`config.mk`:
```
export PLATFORM = sky130hd
export DESIGN_NAME = dmem_arbiter
export DESIGN_NICKNAME = d
export VERILOG_FILES = /design/src/rtl/dmem_arbiter.sv
export SDC_FILE = /design/constraint.sdc
export NUM_CORES = 1
export LEC_CHECK = 0
export ABC_AREA = 1
export CORE_ASPECT_RATIO = 1.4
export CORE_UTILIZATION = 38
export DETAILED_ROUTE_END_ITERATION = 7
export HOLD_SLACK_MARGIN = 0.06
export PLACE_DENSITY = 0.94
export SETUP_SLACK_MARGIN = 0.4
export SYNTH_ARGS = -nofsm -noshare
export SYNTH_HDL_FRONTEND = slang
export SYNTH_SLANG_ARGS = --single-unit
```
`constraint.sdc`:
```
create_clock -name clk -period 1.8 [get_ports clk]
set_input_delay 0.27 -clock clk [delete_from_list [all_inputs] [get_ports clk]]
set_output_delay 0.27 -clock clk [all_outputs]
set_load 0.005 [all_outputs]
```
`src/rtl/dmem_arbiter.sv`:
```
// Two-port arbiter in front of the single data memory: core (C) and debug/DMA (D).
// Latches the winning request, checks alignment, runs one access, returns a one-cycle ack.
module dmem_arbiter #(
    parameter int DM_ADDRESS = 9,
    parameter int DATA_W     = 32,
    parameter int FIXED_PRIO = 0
) (
    input  logic                  clk,
    input  logic                  rst_n,
    input  logic                  c_req,
    input  logic                  c_we,
    input  logic [DM_ADDRESS-1:0] c_addr,
    input  logic [DATA_W-1:0]     c_wdata,
    input  logic [2:0]            c_funct3,
    output logic                  c_ack,
    output logic [DATA_W-1:0]     c_rdata,
    output logic                  c_err,
    input  logic                  d_req,
    input  logic                  d_we,
    input  logic [DM_ADDRESS-1:0] d_addr,
    input  logic [DATA_W-1:0]     d_wdata,
    input  logic [2:0]            d_funct3,
    output logic                  d_ack,
    output logic [DATA_W-1:0]     d_rdata,
    output logic                  d_err,
    output logic                  mem_read,
    output logic                  mem_write,
    output logic [DM_ADDRESS-1:0] mem_a,
    output logic [DATA_W-1:0]     mem_wd,
    output logic [2:0]            mem_funct3,
    input  logic [DATA_W-1:0]     mem_rd,
    output logic                  busy
);

    typedef enum logic [1:0] {
        IDLE   = 2'd0,
        ACCESS = 2'd1,
        DONE   = 2'd2
    } state_t;

    state_t r_state;
    state_t w_next;

    // r_owner/r_last: 0 = port C, 1 = port D
    logic                  r_owner;
    logic                  r_last;
    logic                  r_we;
    logic                  r_err;
    logic [DM_ADDRESS-1:0] r_addr;
    logic [DATA_W-1:0]     r_wdata;
    logic [DATA_W-1:0]     r_rdata;
    logic [2:0]            r_funct3;

    logic                  w_gnt_c;
    logic                  w_gnt_d;
    logic                  w_gnt;
    logic                  w_misal;
    logic [DM_ADDRESS-1:0] w_addr;
    logic [2:0]            w_f3;
    logic [DATA_W-1:0]     w_rdata;

    always_comb begin
        w_gnt_c = 1'b0;
        w_gnt_d = 1'b0;
        if (c_req && d_req) begin
            if (FIXED_PRIO != 0 || r_last)
                w_gnt_c = 1'b1;
            else
                w_gnt_d = 1'b1;
        end else begin
            w_gnt_c = c_req;
            w_gnt_d = d_req;
        end
    end

    assign w_gnt  = w_gnt_c | w_gnt_d;
    assign w_addr = w_gnt_d ? d_addr   : c_addr;
    assign w_f3   = w_gnt_d ? d_funct3 : c_funct3;

    always_comb begin
        w_misal = 1'b0;
        unique case (w_f3[1:0])
            2'b01:   w_misal = w_addr[0];
            2'b10:   w_misal = |w_addr[1:0];
            2'b11:   w_misal = 1'b1;
            default: w_misal = 1'b0;
        endcase
    end

    always_ff @(posedge clk or negedge rst_n) begin
        if (!rst_n)
            r_state <= IDLE;
        else
            r_state <= w_next;
    end

    always_comb begin
        w_next    = r_state;
        mem_read  = 1'b0;
        mem_write = 1'b0;
        c_ack     = 1'b0;
        d_ack     = 1'b0;
        c_err     = 1'b0;
        d_err     = 1'b0;
        c_rdata   = '0;
        d_rdata   = '0;
        busy      = (r_state != IDLE);
        unique case (r_state)
            IDLE: begin
                if (w_gnt)
                    w_next = w_misal ? DONE : ACCESS;
            end
            ACCESS: begin
                mem_read  = ~r_we;
                mem_write = r_we;
                w_next    = DONE;
            end
            DONE: begin
                if (r_owner) begin
                    d_ack   = 1'b1;
                    d_err   = r_err;
                    d_rdata = w_rdata;
                end else begin
                    c_ack   = 1'b1;
                    c_err   = r_err;
                    c_rdata = w_rdata;
                end
                w_next = IDLE;
            end
            default: w_next = IDLE;
        endcase
    end

    assign w_rdata = (!r_we && !r_err) ? r_rdata : '0;

    always_ff @(posedge clk or negedge rst_n) begin
        if (!rst_n) begin
            r_owner  <= 1'b0;
            r_last   <= 1'b1;
            r_we     <= 1'b0;
            r_err    <= 1'b0;
            r_addr   <= '0;
            r_wdata  <= '0;
            r_rdata  <= '0;
            r_funct3 <= '0;
        end else begin
            unique case (r_state)
                IDLE: begin
                    if (w_gnt) begin
                        r_owner  <= w_gnt_d;
                        r_we     <= w_gnt_d ? d_we : c_we;
                        r_addr   <= w_addr;
                        r_wdata  <= w_gnt_d ? d_wdata : c_wdata;
                        r_funct3 <= w_f3;
                        r_err    <= w_misal;
                        r_rdata  <= '0;
                    end
                end
                ACCESS: begin
                    if (!r_we)
                        r_rdata <= mem_rd;
                end
                DONE: r_last <= r_owner;
                default: ;
            endcase
        end
    end

    // Address/data/size hold the last latched request outside ACCESS
    assign mem_a      = r_addr;
    assign mem_wd     = r_wdata;
    assign mem_funct3 = r_funct3;

endmodule
```
Word level (Yosys, flattened, before mapping)
Index checks and enable logic that the tools add are counted.

Bits in writable memories: 0. Flip-flop bits (word level): 82. Word-level logic and storage cells: 58. Memories: 0. Bits in read-only memories: 0. Bits in latches: 0. Input bits: 126. Output and inout bits: 115.

Shifts and indexed selects: 0. Order comparisons: 0. Bitwise logic cells: 2. Reductions and logical operators: 10. Divide/modulo/power cells: 0. Add/sub/neg operators: 0. Equal/unequal tests: 7. Multiplexer cells: 30. Multipliers: 0.

Operators by type and width (count): 2-to-1 mux 32 bit (8); case mux 32 bit (2 select lines) (1); 2-to-1 mux 1 bit (15); 2-to-1 mux 9 bit (1); == test 2 bit (second input constant) (3); == test 2 x 1 -> 1 bit (second input constant) (2); 2-to-1 mux 2 bit (2); inequality test 2 bit (second input constant) (2); case mux 2 bit (2 select lines) (1); nonzero test 2 bit (2); 2-to-1 mux 3 bit (1); case mux 1 bit (3 select lines) (1); AND reduction 3 bit (1); logical AND 1 bit (2); logical NOT 1 bit (2); logical NOT 2 bit (1); AND reduction 2 bit (1); OR reduction 2 bit (1); NOT 1 bit (1); bitwise OR 1 bit (1).

Logic depth before layout (Yosys ltp)
Gate-level depths: netlist of run 1.

Depth in word-level cells: 8. Depth in mapped cells: 9. Gate-level depth less buffers: 8.

Least setup slack after synthesis of run 1
Ideal clock, no wire load.

Path type: register to output. From: register r_state[1]. To: output port c_rdata[10]. Cell stages (with the launch flop): 8. Path slack: 0.414 ns. Buffers on the path: 1. Arrival: 1.116 ns. Data required time: 1.530 ns. Cell sequence: dfrtp_1 inv_1 nor2_1 inv_1 nor2_1 inv_2 clkbuf_1 nor2_1.

Longest elaborated chain between the ends: 2.

Ends and longest elaborated chain: start: declaration (line 41) `state_t r_state;`; start signal: assignment (line 94) `r_state <= w_next;`; == test 2 bit (line 108) `unique case (r_state)`; 2-to-1 mux 32 bit (line 108); end: declaration (line 16) `output logic [DATA_W-1:0] c_rdata,`.

Every way passes these cells.

Worst setup path after layout of run 1
From: register r_err. To: output port d_rdata[9].

Longest elaborated chain between the ends: 5.

Ends and longest elaborated chain: start: declaration (line 48) `logic r_err;`; start signal: assignment (line 155) `r_err <= w_misal;`; logical NOT 1 bit (line 134) `assign w_rdata = (!r_we && !r_err) ? r_rdata : '0;`; logical AND 1 bit (line 134); 2-to-1 mux 32 bit (line 134); 2-to-1 mux 32 bit (line 119) `if (r_owner) begin`; 2-to-1 mux 32 bit (line 108); end: declaration (line 24) `output logic [DATA_W-1:0] d_rdata,`.

Every way passes these cells.

==> out/metrics.cfg, run 1 <==
[synthesis]
synth_top_area_share_pct = 50.8
synth.area.mux_share_pct = 0
synth_xor_area_share_pct = 0
syn_nets = 671
synth_largest_area_cell = dfrtp_1
ys_seq_area_share_pct = 51.4
yosys.area_share.simple_pct = 31.5
synth_top_family_by_area = simple AND/OR/NAND/NOR gates
syn_area_um2 = 3990
avgSynthCellArea_um2 = 7.33
synth_area_leaders = dfrtp_1 (51%), nand2_1 (15%), nor2_1 (11%), o21ai_1 (8.3%), nand3_1 (4.9%)
synth_compound_area_share_pct = 11.2
ys_ff_latch = 82
synth-adder-area-share_pct = 0
yosysWarnings = 0
yosysUniqueCellTypes = 16
post_synth_inst_count = 545

[power]
power.density_nw_per_um2 = 1610
swShare_pct = 42.0
leakagePower_nw = 4.20
p_total_mw = 14.2
power.share.clock_pct = 13.1
p_sw_mw = 5.99
combinationalPowerShare_pct = 63.4
power.share.sequential_pct = 23.5
intPower_mw = 8.26
ir_worst_vdd_mv = 0.986

[sta]
holdWs_ns = 0.407
setup_viol = 133
fin_worst_skew_ns = 0.00571
final_hold_viol_count = 0
maxSlewHeadroom_pct = 74.2
fin_crit_sh_pct = 117
rsz0062_at_grt = yes
slew_viol_final = 0
fin_crit_ns = 2.10
tightest_slew_ns = 0.387
tns_ns = -10.26
fmax_ghz = 0.477
setup_slack_ns = -0.298

[cts]
clock-sinks = 82
tritoncts = yes
clk_pin_slew_worst_paths_ns = 0.06
numCtsBuffers = 9
h-tree-depth = 3
clk_latency_ns = 0.34
cts_buffer_depth = 2
cts-root-buf = clkbuf_16

[detailed_routing]
num_vias = 5889
antenna_left = 0
drtPass1Iterations = 7
drtIter0Drc = 623
wl_per_cell_um = 24.8
routed_wl_um = 24600
avgViaCountPerCell = 5.95
drc = 0

[placement]
dp.cells = 904
gp_congestion = 0.764
io_buffers = 240
dp_hpwl_um = 9990

[worst_setup_path]
cp_slowest_cell = dfrtp_1
cp_cell_sequence = nor2_4 > buf_4 > buf_6 > buf_12 > nand2_1 > nor2_1 > buf_2
slowest_delay_ns = 0.42
cp_num_buf_inv = 4
critPathRequiredTime_ns = 1.53
critPathTopFamily = buffers and inverters
cp-start-kind = flip-flop
path_class = reg2out
path_max_fanout = 8
worstPathArrival_ns = 1.83
cp-end-kind = output pin

[finish]
instances_no_fill = 990
num_antenna_cells = 0
drive_above_1_share_pct = 43.6
multiInputGateArea_um2 = 2630
ff_latch_area_um2 = 2050
fillers = 445
areaGrowthSynthToFinish_pct = 122
fin_nets = 977

[global_route]
gr-total-overflow = 0
grt_usage_pct = 37.2
antenna_found_initial = 1
grt_max_degree = 39
grt_pass1_vias = 5473
grt_pass1_wl_um = 29300

[outcome]
outcome = finished with violations
violations = setup timing

[die]
die_y_um = 123
num_rows = 43
die_area_um2 = 10900
core_um2 = 10100
pin_count = 241
start_util_pct = 39.7
die_w_um = 88.6

[min_path]
worst_hold_path_type = in2async

[job]
cap_violations = 0

==> cells by family (layout without fill, tap and decap cells) <==
| logic type | Yosys count | after routing |
|---|---|---|
| AO/OA/AOI/OAI | 89 | 89 |
| buffers and inverters | 55 | 364 |
| flip-flops | 82 | 82 |
| AND/OR/NAND/NOR | 319 | 320 |
==> repair_timing <==
action                                 4_1_cts  5_1_grt
pin swaps                                   58       73
endpoints found under the hold margin       22        0
setup endpoints to repair                  162      152
hold buffers                                 1        0
gates resized for setup                    445      209
cloned                                      24        4
setup buffers                               35        7
==> metrics by stage <==
step                      instance area [um^2]  utilization, %  setup WS, ns
final                                     8860            88.0        -0.298
after global routing                      8860            88.0        -0.307
after CTS                                 8090            80.4        -0.107
after detailed placement                  6640            66.0        -0.199
after global placement                    6640            66.0       -0.0492
after floorplan                           3990               -         0.414
==> per-layer routing <==
layer	track usage, %	vias up	part of all wire [%]	wire, um
met5	0	-	0.053	13
met1	40.3	2772	31	7520
met2	65.0	548	48	11900
li1	-	2368	-	-
met3	10.4	199	13	3090
met4	19.6	2	8.5	2100
==> flip-flops by register name (all words and copies together), names as in the netlist <==
name,count
r_we,1
mem_funct3,3
r_last,1
r_err,1
mem_wd,32
mem_a,9
r_rdata,32
r_owner,1
r_state,2
==> power groups by stage <==
stage	Clock (mW)	Combinational [mW]	Sequential [mW]
4_1_cts	1.84	7.08	3.08
3_5_place_dp	0	4.18	3.06
3_3_place_gp	0	4.09	3.02
2_1_floorplan	0	1.84	3.06
6_report	1.86	9.03	3.35
5_1_grt	1.95	9.44	3.38
==> final timing paths <==
path                                         from                 endpoint  slack, ns  cells after the start
setup / recovery                r_err$_DFFE_PN0P_               d_rdata[9]      -0.30                      7
setup reg to reg           r_state[0]$_DFFE_PN0P_  r_rdata[23]$_DFFE_PN0P_      -0.20                     10
max in group asynchronous                   rst_n   mem_wd[27]$_DFFE_PN0P_       0.76                      3
hold / removal                              rst_n  r_rdata[18]$_DFFE_PN0P_       0.41                      2
min in group clk           mem_wd[18]$_DFFE_PN0P_   mem_wd[18]$_DFFE_PN0P_       0.48                      2
hold reg to reg            mem_wd[18]$_DFFE_PN0P_   mem_wd[18]$_DFFE_PN0P_       0.48                      2
==> cell usage after synthesis <==
cell	number
nand2_1	163
nor2_1	115
dfrtp_1	81
o21ai_1	66
nand3_1	39
o21ai_0	21
buf_2	18
clkbuf_1	17
inv_1	14
inv_2	4
buf_4	2
a21oi_1	1
dfstp_2	1
nand3b_1	1
nor2_4	1
o22ai_1	1
==> cell usage in the layout, fill, tap and decap left out, types with 6 or more instances in the layout <==
cell and count:
clkdlybuf4s50_1 123, buf_6 32, clkdlybuf4s15_2 6, nand2_2 30, inv_2 6, o21ai_1 34, nand2_4 21, buf_4 20
o21ai_2 46, nand3_1 15, nor2_4 19, dfrtp_1 81, buf_12 17, nand3_2 20, nor2_2 35, dlygate4sd2_1 44
o21ai_4 6, inv_1 8, nor2_1 62, buf_16 22, clkbuf_16 13, buf_2 57, nand2_1 109
==> layout make-up <==
class / count / share of cell area, %
Timing Repair Buffer: 329 / 40.4
Multi-Input combinational cell: 409 / 29.7
Sequential cell: 82 / 23.2
Clock buffer: 12 / 2.78
Tap cell: 135 / 1.91
Inverter: 18 / 1.26
Clock inverter: 3 / 0.452
Timing Repair inverter: 2 / 0.353
==> worst reg2reg max path, cell delays in order, from the launching register on <==
cell and delay [ns]:
dfrtp_1 0.43, buf_6 0.12, buf_6 0.09, buf_6 0.11, inv_4 0.04, nor2_4 0.18
nand2_2 0.18, inv_2 0.14, buf_8 0.23, nand2_1 0.26, nand2_2 0.15
(Power assumes the default switching activity.)
==> run 2, diff against run 1 <==
--- a/config.mk
+++ b/config.mk
@@ -10,7 +10,7 @@
 export CORE_UTILIZATION = 38
 export DETAILED_ROUTE_END_ITERATION = 7
 export HOLD_SLACK_MARGIN = 0.06
-export PLACE_DENSITY = 0.94
+export PLACE_DENSITY_LB_ADDON = 0.3
 export SETUP_SLACK_MARGIN = 0.4
 export SYNTH_ARGS = -nofsm -noshare
 export SYNTH_HDL_FRONTEND = slang
==> out/metrics.cfg, run 2 (synthesis results as in run 1) <==
[detailed_routing]
num_vias = 5118
avgViaCountPerCell = 5.24
drtIter0Drc = 257
antenna_left = 0
routed_wl_um = 17400
drtPass1Iterations = 4
drc = 0
wl_per_cell_um = 17.8

[sta]
fin_crit_sh_pct = 105
slew_viol_final = 0
final_hold_viol_count = 0
fin_crit_ns = 1.88
setup_viol = 36
fmax_ghz = 0.531
fin_worst_skew_ns = 0.00497
maxSlewHeadroom_pct = 70.3
rsz0062_at_grt = yes
tightest_slew_ns = 0.446
setup_slack_ns = -0.0843

[global_route]
antenna_found_initial = 0
grt_pass1_vias = 4940
gr-total-overflow = 0
grt_max_degree = 83
grt_usage_pct = 29.5
grt_pass1_wl_um = 24100

[finish]
instances_no_fill = 977
fillers = 686
fin_nets = 964
utilization_pct = 79.0
drive_above_1_share_pct = 32.8
areaGrowthSynthToFinish_pct = 99.0
final_common_cell = clkdlybuf4s50_1
layout_common_cells = clkdlybuf4s50_1 (124), nand2_1 (116), dfrtp_1 (81), o21ai_1 (77), nor2_1 (76)
num_antenna_cells = 0

[placement]
dp_hpwl_um = 9740
io_buffers = 240
dp.cells = 904
gp_congestion = 0.791
dpl_worst_slack_ns = -0.149

[min_path]
hold_path_end = r_rdata[1]$_DFFE_PN0P_
hp-start = mem_rd[1]
worst_hold_path_type = in2reg
min_path_cells = 3

[worst_setup_path]
crit_start = r_state[0]$_DFFE_PN0P_
r2r_end = mem_a[8]$_DFFE_PN0P_
cp_slowest_cell = dfrtp_1
r2r_cells = 10
path_class = reg2out
worstPathArrival_ns = 1.61
reg2reg_slack_ns = 0.03
path_max_fanout = 8
r2r_start = r_state[0]$_DFFE_PN0P_
critPathRequiredTime_ns = 1.53
cp_cell_sequence = nor2_4 > inv_2 > nor2_4 > buf_6 > clkinv_8 > nor2_2 > buf_2
slowest_delay_ns = 0.42
cp-end-kind = output pin
cp_common_cell = nor2_4
cp-start-kind = flip-flop

[cts]
clock-sinks = 82
clk_latency_ns = 0.34
cts_buffer_depth = 2
h-tree-depth = 3
cts-root-buf = clkbuf_16
clk_pin_slew_worst_paths_ns = 0.06
tritoncts = yes
numCtsBuffers = 9

[outcome]
violations = setup timing
outcome = finished with violations

[die]
die_y_um = 123
core_um2 = 10100
start_util_pct = 39.7
die_area_um2 = 10900
die_w_um = 88.6
num_rows = 43
pin_count = 241

[power]
leakagePower_nw = 3.86
swShare_pct = 38.2
ir_worst_vdd_mv = 0.781
p_sw_mw = 4.46
power.share.clock_pct = 14.7
power.share.sequential_pct = 27.2
combinationalPowerShare_pct = 58.1
power.density_nw_per_um2 = 1470
intPower_mw = 7.21

[job]
cap_violations = 0

[run 2: cell types whose count changed in the layout (fill, tap and decap cells not counted), sizes merged]
cell,delta
buf,-13
bufbuf,+3
bufinv,-1
clkbuf,+1
clkdlybuf4s15,-3
clkdlybuf4s50,+1
clkinv,+1
dlymetal6s2s,-1
nand2,-1
[run 2: timing repair]
| item | 4_1_cts | 5_1_grt |
|---|---|---|
| hold endpoints to repair | 81 | 0 |
| hold buffers | 1 | 0 |
| buffers inserted | 32 | 4 |
| pin swaps | 39 | 38 |
| gates resized for setup | 409 | 117 |
| cloned | 13 | 8 |
| setup endpoints to repair | 159 | 152 |
[run 2: power groups by stage]
| stage | combinational [mW] | clock [mW] | sequential, mW |
|---|---|---|---|
| after detailed placement | 4.28 | 0 | 3.10 |
| after global placement | 4.17 | 0 | 3.05 |
| final | 6.78 | 1.71 | 3.18 |
| after CTS | 5.83 | 1.74 | 3.10 |
| after floorplan | 1.84 | 0 | 3.06 |
| after global routing | 7.18 | 1.81 | 3.25 |
[run 2: worst max path at each step]
stage,end,slack [ns]
final,c_rdata[9],-0.08
after CTS,c_rdata[0],-0.12
after global placement,c_rdata[29],-0.05
after global routing,c_rdata[9],-0.14
after floorplan,c_rdata[10],0.41
after detailed placement,c_rdata[23],-0.15
[run 2: stage by stage]
stage               instance area, um^2  hold slack, ns  power (mW)  setup TNS (ns)
floorplan                          3990         -0.0256        4.91               0
global placement                   6670           0.333        7.22           -1.37
detailed placement                 6670           0.337        7.38           -5.15
CTS                                7520           0.464        10.7           -1.56
global route                       7950           0.484        12.2           -3.86
finish                             7950           0.476        11.7           -1.35
[run 2: per-layer routing]
metal / track usage, % / up-vias / share of wire [%]
met5: 0 / - / 0
met4: 13.0 / 0 / 3.5
met3: 8.28 / 45 / 8.9
met2: 55.3 / 285 / 53
met1: 29.7 / 2459 / 34
li1: - / 2329 / -
[run 2: worst max-delay path: cells and delay by family (launching register included)]
family / cells / cell delay (ns)
buffers and inverters: 4 / 0.44
flip-flops: 1 / 0.42
AND/OR/NAND/NOR: 3 / 0.41
[run 2: final cells by class]
type / instances / area, um^2 / share of cell area [%]
Clock buffer: 12 / 256 / 3.23
Clock inverter: 3 / 15.0 / 0.189
Inverter: 18 / 104 / 1.31
Multi-Input combinational cell: 408 / 2100 / 26.5
Sequential cell: 82 / 2050 / 25.8
Tap cell: 135 / 169 / 2.13
Timing Repair Buffer: 317 / 3220 / 40.5
Timing Repair inverter: 2 / 27.5 / 0.346
==> run 3, diff against run 2 <==
--- a/config.mk
+++ b/config.mk
@@ -7,7 +7,7 @@
 export LEC_CHECK = 0
 export ABC_AREA = 1
 export CORE_ASPECT_RATIO = 1.4
-export CORE_UTILIZATION = 38
+export CORE_UTILIZATION = 34
 export DETAILED_ROUTE_END_ITERATION = 7
 export HOLD_SLACK_MARGIN = 0.06
 export PLACE_DENSITY_LB_ADDON = 0.3
==> constraint.sdc (replaced) <==
create_clock -name clk -period 1.6 [get_ports clk]
set_input_delay 0.24 -clock clk [delete_from_list [all_inputs] [get_ports clk]]
set_output_delay 0.24 -clock clk [all_outputs]
set_load 0.005 [all_outputs]
==> out/metrics.cfg, run 3 (synthesis results as in run 1) <==
[cts]
clk_pin_slew_worst_paths_ns = 0.06
numCtsBuffers = 9
cts_buffer_depth = 2
h-tree-depth = 3
clock-sinks = 82
tritoncts = yes
cts-root-buf = clkbuf_16
clk_latency_ns = 0.34

[sta]
setup_slack_ns = -0.312
fin_crit_ns = 1.91
slew_viol_final = 0
rsz0062_at_grt = yes
fin_crit_sh_pct = 120
fin_worst_skew_ns = 0.00472
maxSlewHeadroom_pct = 69.1
fmax_ghz = 0.523
tns_ns = -20.50
setup_viol = 143
final_hold_viol_count = 0
tightest_slew_ns = 0.463
holdWs_ns = 0.419

[global_route]
grt_pass1_vias = 5234
antenna_found_initial = 0
grt_pass1_wl_um = 26800
grt_max_degree = 35
grt_usage_pct = 29.4
gr-total-overflow = 0

[placement]
gp_congestion = 0.772
io_buffers = 240
dp_hpwl_um = 9960
placed_area_um2 = 6950

[worst_setup_path]
cp-end-kind = output pin
cp-start-kind = flip-flop
critPathRequiredTime_ns = 1.36
path_max_fanout = 8
worstPathArrival_ns = 1.67
path_class = reg2out

[detailed_routing]
drc = 0
avgViaCountPerCell = 5.15
antenna_left = 0
wl_per_cell_um = 19.1
num_vias = 5303
routed_wl_um = 19700
drtIter0Drc = 179
drtPass1Iterations = 4

[power]
power.share.sequential_pct = 23.4
swShare_pct = 40.3
leakagePower_nw = 4.34
power.share.clock_pct = 12.5
ir_worst_vdd_mv = 1.08
p_sw_mw = 6.52
intPower_mw = 9.66
power.density_nw_per_um2 = 1770
combinationalPowerShare_pct = 64.1

[finish]
areaGrowthSynthToFinish_pct = 129
layout_common_cells = clkdlybuf4s50_1 (124), nand2_1 (87), dfrtp_1 (81), buf_2 (67), nor2_1 (62)
drive_above_1_share_pct = 50.9
num_antenna_cells = 0
final_common_cell = clkdlybuf4s50_1
final_area_um2 = 9150
fin_nets = 1007
fillers = 699
utilization_pct = 80.3

[die]
num_rows = 46
core_um2 = 11400
die_area_um2 = 12200
start_util_pct = 35.0
die_w_um = 93.6
pin_count = 241
die_y_um = 130

[outcome]
outcome = finished with violations
violations = setup timing

[min_path]
worst_hold_path_type = in2async

[job]
cap_violations = 0

## run 3: changes by cell type in the layout (fill, tap and decap cells not counted), sizes merged
cell	change
clkinvlp	+2
dlygate4sd2	-44
clkbuf	+30
buf	+49
clkdlybuf4s15	+9
inv	+1
bufbuf	-3
## run 3: worst paths after layout
path	start	endpoint	slack (ns)	cells after the start
hold reg to reg	mem_wd[5]$_DFFE_PN0P_	mem_wd[5]$_DFFE_PN0P_	0.49	2
hold / removal	rst_n	r_rdata[18]$_DFFE_PN0P_	0.42	2
setup / recovery	r_err$_DFFE_PN0P_	c_rdata[5]	-0.31	8
min in group clk	mem_rd[27]	r_rdata[27]$_DFFE_PN0P_	0.44	3
max in group asynchronous	rst_n	mem_wd[21]$_DFFE_PN0P_	0.58	3
setup reg to reg	r_state[0]$_DFFE_PN0P_	mem_wd[3]$_DFFE_PN0P_	-0.12	11
## run 3: per-layer routing
layer / vias up / part of all wire, % / wire (um) / GRT usage [%]
li1: 2411 / - / - / -
met1: 2547 / 33 / 6490 / 29.6
met2: 283 / 54 / 10700 / 55.5
met3: 62 / 7.7 / 1520 / 8.04
met4: 0 / 5.0 / 983 / 13.8
met5: - / 0 / 0 / 0
## run 3: area by class of cell
type                       instances  area [um^2]  share of cell area (%)
sequential                        82         2050                    22.4
clock inverter                     4         25.0                   0.274
inverter                          18         95.1                    1.04
tap                              144          180                    1.97
clock buffer                      12          267                    2.91
timing repair buffer             358         3710                    40.5
multi-input combinational        408         2750                    30.0
timing repair inverter             4         72.6                   0.793
## run 3: power groups by stage
stage	sequential [mW]	combinational, mW	clock [mW]
after CTS	3.58	8.46	2.04
after floorplan	3.50	2.43	0
final	3.78	10.4	2.02
after global placement	3.49	4.85	0
after detailed placement	3.51	4.97	0
after global routing	3.86	10.9	2.12
## run 3: per-stage QoR
step | power [mW] | cells | setup slack, ns
2_1_floorplan | 5.93 | 545 | 0.325
3_3_place_gp | 8.34 | 926 | -0.185
3_5_place_dp | 8.48 | 926 | -0.282
4_1_cts | 14.1 | 1007 | -0.220
5_1_grt | 16.9 | 1030 | -0.414
6_report | 16.2 | 1030 | -0.312
## run 3: critical path, cell delays in order (launching register included)
cell	delay, ns
dfrtp_1	0.41
nor2_4	0.13
buf_6	0.12
buf_6	0.09
buf_12	0.11
buf_16	0.14
nand2_2	0.06
nor2_1	0.13
buf_2	0.14
## run 3: repair_timing
action / in CTS / in global routing
pin swaps: 64 / 38
gates resized for setup: 510 / 242
hold buffers: 1 / 0
hold endpoints to repair: 30 / 0
cloned: 23 / 4
endpoints found under the setup margin: 196 / 174
buffers inserted: 41 / 19
